## src/rtl/cache_ctrl.sv

```systemverilog
// Blocking controller for a 2-way cache_mem datapath: one CPU load/store at a time,
// tag compare, dirty-victim write-back, line fill, and saturating hit/miss counters.
module cache_ctrl #(
  parameter int ADDR_W = 32,
  parameter int DATA_W = 64,
  parameter int IDX_W  = 6,
  parameter int CNT_W  = 16,
  parameter int OFF_W  = $clog2(DATA_W / 8),
  parameter int TAG_W  = ADDR_W - IDX_W - OFF_W
) (
  input  logic              clk,
  input  logic              rst,
  input  logic              cpu_valid,
  input  logic              cpu_rw,
  input  logic [ADDR_W-1:0] cpu_addr,
  input  logic [DATA_W-1:0] cpu_wdata,
  output logic              cpu_ready,
  output logic [DATA_W-1:0] cpu_rdata,
  output logic [ADDR_W-1:0] cm_addr,
  output logic              cm_rw,
  output logic [DATA_W-1:0] cm_wdata,
  output logic              cm_wvalid,
  output logic              cm_wdirty,
  output logic [TAG_W-1:0]  cm_wtag,
  output logic              cm_req_done,
  input  logic              cm_hit,
  input  logic [DATA_W-1:0] cm_rdata,
  input  logic              cm_rvalid,
  input  logic              cm_rdirty,
  input  logic [TAG_W-1:0]  cm_rtag,
  output logic              mem_valid,
  output logic              mem_rw,
  output logic [ADDR_W-1:0] mem_addr,
  output logic [DATA_W-1:0] mem_wdata,
  input  logic              mem_ready,
  input  logic [DATA_W-1:0] mem_rdata,
  output logic [CNT_W-1:0]  hit_cnt,
  output logic [CNT_W-1:0]  miss_cnt
);

  typedef enum logic [1:0] {IDLE, COMPARE, WRITEBACK, ALLOCATE} state_t;

  state_t            state_reg, state_next;
  logic              req_rw_reg;
  logic [ADDR_W-1:0] req_addr_reg;
  logic [DATA_W-1:0] req_wdata_reg;
  logic [TAG_W-1:0]  victim_tag_reg;
  logic [DATA_W-1:0] victim_data_reg;
  logic              first_lookup_reg;
  logic [CNT_W-1:0]  hit_cnt_reg, miss_cnt_reg;

  logic [TAG_W-1:0]  req_tag;
  logic [IDX_W-1:0]  req_idx;
  logic              hit_inc, miss_inc;

  assign req_tag  = req_addr_reg[ADDR_W-1 -: TAG_W];
  assign req_idx  = req_addr_reg[OFF_W +: IDX_W];
  assign cm_addr  = req_addr_reg;
  assign cm_wtag  = req_tag;
  assign hit_cnt  = hit_cnt_reg;
  assign miss_cnt = miss_cnt_reg;

  // Only the lookup straight after accept counts as a hit; the re-lookup after a fill does not.
  assign hit_inc  = (state_reg == COMPARE) && cm_hit && first_lookup_reg;
  assign miss_inc = (state_reg == COMPARE) && !cm_hit;

  always_ff @(posedge clk) begin
    if (rst) begin
      state_reg        <= IDLE;
      req_rw_reg       <= 1'b0;
      req_addr_reg     <= '0;
      req_wdata_reg    <= '0;
      victim_tag_reg   <= '0;
      victim_data_reg  <= '0;
      first_lookup_reg <= 1'b0;
    end else begin
      state_reg <= state_next;
      if (state_reg == IDLE && cpu_valid) begin
        req_rw_reg       <= cpu_rw;
        req_addr_reg     <= cpu_addr;
        req_wdata_reg    <= cpu_wdata;
        first_lookup_reg <= 1'b1;
      end
      if (state_reg == COMPARE) begin
        first_lookup_reg <= 1'b0;
        if (!cm_hit) begin
          victim_tag_reg  <= cm_rtag;
          victim_data_reg <= cm_rdata;
        end
      end
    end
  end

  always_ff @(posedge clk) begin
    if (rst) begin
      hit_cnt_reg  <= '0;
      miss_cnt_reg <= '0;
    end else begin
      if (hit_inc && hit_cnt_reg != '1)
        hit_cnt_reg <= hit_cnt_reg + 1'b1;
      if (miss_inc && miss_cnt_reg != '1)
        miss_cnt_reg <= miss_cnt_reg + 1'b1;
    end
  end

  always_comb begin
    state_next = state_reg;
    case (state_reg)
      IDLE:      if (cpu_valid) state_next = COMPARE;
      COMPARE: begin
        if (cm_hit)                      state_next = IDLE;
        else if (cm_rvalid && cm_rdirty) state_next = WRITEBACK;
        else                             state_next = ALLOCATE;
      end
      WRITEBACK: if (mem_ready) state_next = ALLOCATE;
      ALLOCATE:  if (mem_ready) state_next = COMPARE;
      default:   state_next = IDLE;
    endcase
  end

  always_comb begin
    cpu_ready   = 1'b0;
    cpu_rdata   = '0;
    cm_rw       = 1'b0;
    cm_wdata    = '0;
    cm_wvalid   = 1'b0;
    cm_wdirty   = 1'b0;
    cm_req_done = 1'b0;
    mem_valid   = 1'b0;
    mem_rw      = 1'b0;
    mem_addr    = '0;
    mem_wdata   = '0;
    case (state_reg)
      COMPARE: begin
        if (cm_hit) begin
          cpu_ready   = 1'b1;
          cm_req_done = 1'b1;
          if (req_rw_reg) begin
            cm_rw     = 1'b1;
            cm_wdata  = req_wdata_reg;
            cm_wvalid = 1'b1;
            cm_wdirty = 1'b1;
          end else begin
            cpu_rdata = cm_rdata;
          end
        end
      end
      WRITEBACK: begin
        mem_valid = 1'b1;
        mem_rw    = 1'b1;
        mem_addr  = {victim_tag_reg, req_idx, {OFF_W{1'b0}}};
        mem_wdata = victim_data_reg;
      end
      ALLOCATE: begin
        mem_valid = 1'b1;
        mem_addr  = {req_tag, req_idx, {OFF_W{1'b0}}};
        // Fill lands in cache_mem on the same edge memory completes.
        if (mem_ready) begin
          cm_rw     = 1'b1;
          cm_wdata  = mem_rdata;
          cm_wvalid = 1'b1;
        end
      end
      default: ;
    endcase
  end

endmodule
```

## config.mk

```make
export PLATFORM = sky130hd
export DESIGN_NAME = cache_ctrl
export DESIGN_NICKNAME = d
export VERILOG_FILES = /design/src/rtl/cache_ctrl.sv
export SDC_FILE = /design/constraint.sdc
export NUM_CORES = 1
export LEC_CHECK = 0
export ABC_AREA = 1
export ABC_CLOCK_PERIOD_IN_PS = 4900
export BUFFER_PORTS_ARGS = -buffer_cell sky130_fd_sc_hd__buf_2
export CAP_MARGIN = 15
export CORE_AREA = 8 8 214 216
export DETAILED_ROUTE_END_ITERATION = 10
export DIE_AREA = 0 0 222 224
export PLACE_DENSITY_LB_ADDON = 0.08
export SETUP_SLACK_MARGIN = 0.2
export SLEW_MARGIN = 10
export SYNTH_ARGS = -nofsm -noshare
export SYNTH_HDL_FRONTEND = slang
export SYNTH_SLANG_ARGS = --single-unit
```

## constraint.sdc

```tcl
create_clock -name clk -period 4.9 [get_ports clk]
set_input_delay 0.735 -clock clk [delete_from_list [all_inputs] [get_ports clk]]
set_output_delay 0.735 -clock clk [all_outputs]
set_load 0.005 [all_outputs]
```

==> impl_metrics.tcl <==
set metrics [dict create \
    cp-end-kind "output port" \
    slowest_delay_ps 600 \
    hold_buffers 0 \
    clk_path_buf_depth 3 \
    reg2reg_depth 7 \
    antenna_found_initial 8 \
    core_um2 42500 \
    syn2layout_area_growth_pct 37.0 \
    final_util 0.344 \
    gp_congestion 0.897 \
    gr-usage-met3 0.0492 \
    drt_wl_total_um 48600 \
    wl_per_cell_um 18.3 \
    portBuffers 569 \
    synth.avg_cell_area_um2 6.60 \
    drt_iter0_markers 691 \
    clock_latency_ps 540 \
    max_cap_violations 0 \
    ys_ff_latch 219 \
    cts_tree "done" \
    synth-simple-area-share 0.270 \
    grt_first_pass_wirelength_um 71900 \
    r2r_setup_slack_ps 2130 \
    power_density_nw_per_um2 443 \
    busiest_layer "met2" \
    postRouteAntennaNets 0 \
    cp-endpoint "cm_wdata[22]" \
    layout_common_cells "569 x buf_2, 374 x nor2_1, 272 x nand2_1, 219 x dfxtp_1, 186 x o21ai_0" \
    crit_top_cell "nand2_1" \
    switching_share 0.366 \
    nets 2357 \
    critPathLaunch "state_reg[1]$_SDFFE_PP0P_" \
    syn_area_um2 10700 \
    rsz0062_at_grt "no" \
    numCtsBuffers 28 \
    worstMarginPinSlew_ps 1070 \
    hpwl_um 37000 \
    cts_resized 0 \
    dieArea_um2 49700 \
    die_w_um 222 \
    fmax_mhz 271 \
    cp_cell_sequence "inv_1, ha_1, nand2_1, nor2_4, buf_4, nand2_1, a21oi_1, buf_2" \
    hold_viol 0 \
    skew_ps 7.75 \
    cts_setup_buffers 0 \
    max_slew_margin 0.286 \
    grt_usage 0.182 \
    drt_first_pass_iters 5 \
    leakage_nw 7.77 \
    synth_top_family_by_area "simple AND/OR/NAND/NOR gates" \
    r2r-start "state_reg[0]$_SDFFE_PP0P_" \
    seqPwrFrac 0.385 \
    grt_use_met2 0.324 \
    max-vdd-ir-drop_v 0.000204 \
    place_inst 2609 \
    start_util 0.251 \
    r2r-end "first_lookup_reg$_SDFFE_PP0P_" \
    crit_required_ps 4160 \
    finalCritPeriodShare 0.754 \
    yosysUniqueCellTypes 32 \
    clk_pin_slew_ps 50 \
    layout.cells.non_filler 2660 \
    combPwrFrac 0.298 \
    grt.overflow.total 0 \
    status "finished clean" \
    synth-compound-area-share 0.186 \
    via_count 11950 \
    finalSetupViolCount 0 \
    synth_cells 1616 \
    final_common_cell "buf_2" \
    synth-xor-area-share 0.000821 \
    cp.arrival_ps 2960 \
    start_kind "flip-flop" \
    final.setup.tns_ps 0 \
    yosysWarnings 0 \
    clock-root-buffer "clkbuf_16" \
    use_met1 0.217 \
    hold_class "primary input to flip-flop" \
    pin_count 573 \
    yosysSeqAreaShare 0.411 \
    crit_type "flip-flop to output port" \
    cts.htree.levels 1 \
    drv_slew 0 \
    grt_pass1_vias 11658 \
    muxShareOfSynthArea 0 \
    clkSinkCount 219 \
    drcViolationCount 0 \
    min_period_ps 3690 \
    clkPwrFrac 0.317 \
    slowest_stage "nor2_4" \
    synthAdderAreaFrac 0.00939 \
    grt_max_degree 115 \
    dieHeight_um 224 \
    p_sw_w 0.00237 \
    num_rows 76 \
    vias_per_cell 4.49 \
    drive_gt1_frac 0.312 \
    cp_max_fo 33 \
    p_int_w 0.00410 \
]
-- cell usage after synthesis, drive strengths merged --
cell      n  area share
nand2   282        0.10
nand3    30       0.014
ha        8      0.0094
nor3      3      0.0014
nor2    388        0.14
nor2b     1     0.00059
a31oi     4      0.0023
clkbuf   70       0.025
nand4     7      0.0053
buf      65       0.038
o21ai   191       0.090
xor2      1     0.00082
dfxtp   219        0.41
nand3b    2      0.0014
inv     169       0.059
a21oi   150       0.070
conb      1     0.00035
a32o     23       0.022
a32oi     1     0.00082
a21o      1     0.00070
-- worst min path at each step --
stage / start / to / slack [ps] / depth (start not counted)
after global placement: cm_addr[0]$_SDFFE_PP0P_ / cm_addr[0]$_SDFFE_PP0P_ / 460 / 2
after CTS: cpu_wdata[19] / req_wdata_reg[19]$_SDFFE_PP0P_ / 400 / 3
after global routing: cpu_wdata[17] / req_wdata_reg[17]$_SDFFE_PP0P_ / 430 / 3
final: cpu_wdata[19] / req_wdata_reg[19]$_SDFFE_PP0P_ / 440 / 3
after floorplan: first_lookup_reg$_SDFFE_PP0P_ / first_lookup_reg$_SDFFE_PP0P_ / 440 / 2
after detailed placement: first_lookup_reg$_SDFFE_PP0P_ / first_lookup_reg$_SDFFE_PP0P_ / 470 / 2
-- through the flow --
stage	setup slack (ps)	hold WS [ps]	cell area, µm²	total power, W
floorplan	2620	444	10700	0.00370
global placement	1770	463	13700	0.00446
detailed placement	1680	466	13700	0.00448
CTS	1130	400	14600	0.00657
global route	926	426	14600	0.00694
finish	1210	435	14600	0.00647
-- worst max-delay path, delay by kind of cell, from the launching register on --
| kind | cells | cell delay (ps) |
|---|---|---|
| AND/OR/NAND/NOR | 3 | 850 |
| flip-flops | 1 | 360 |
| adder cells (fa/ha/maj) | 1 | 320 |
| buffers and inverters | 3 | 710 |
| AO/OA/AOI/OAI | 1 | 140 |
-- per-layer routing --
metal | wire, µm | vias to the layer above
li1 | - | 6028
met1 | 20400 | 5419
met2 | 23700 | 441
met3 | 3440 | 58
met4 | 964 | 4
met5 | 27 | -
-- power by group through the flow --
stage | Sequential (W) | Combinational [W] | Clock, W
2_1_floorplan | 0.00242 | 0.00128 | 0
3_3_place_gp | 0.00252 | 0.00193 | 0
3_5_place_dp | 0.00253 | 0.00195 | 0
4_1_cts | 0.00249 | 0.00196 | 0.00212
5_1_grt | 0.00254 | 0.00221 | 0.00219
6_report | 0.00249 | 0.00193 | 0.00205
-- area by class of cell --
class	count	area, µm²
antenna	3	7.51
clock buffer	40	817
clock inverter	7	90.1
fill	4768	27900
inverter	169	641
multi-input combinational	1095	5020
sequential	219	4380
tap	546	683
timing repair buffer	581	2970
-- kinds of logic (layout without fill, tap and decap cells) --
family / Yosys count / in the layout
buffers and inverters: 304 / 797
flip-flops: 219 / 219
XOR/XNOR: 1 / 1
AND/OR/NAND/NOR: 713 / 713
other: 1 / 6
adder cells (fa/ha/maj): 8 / 8
AO/OA/AOI/OAI: 370 / 370
No activity file was read; power rests on OpenSTA's default activity.
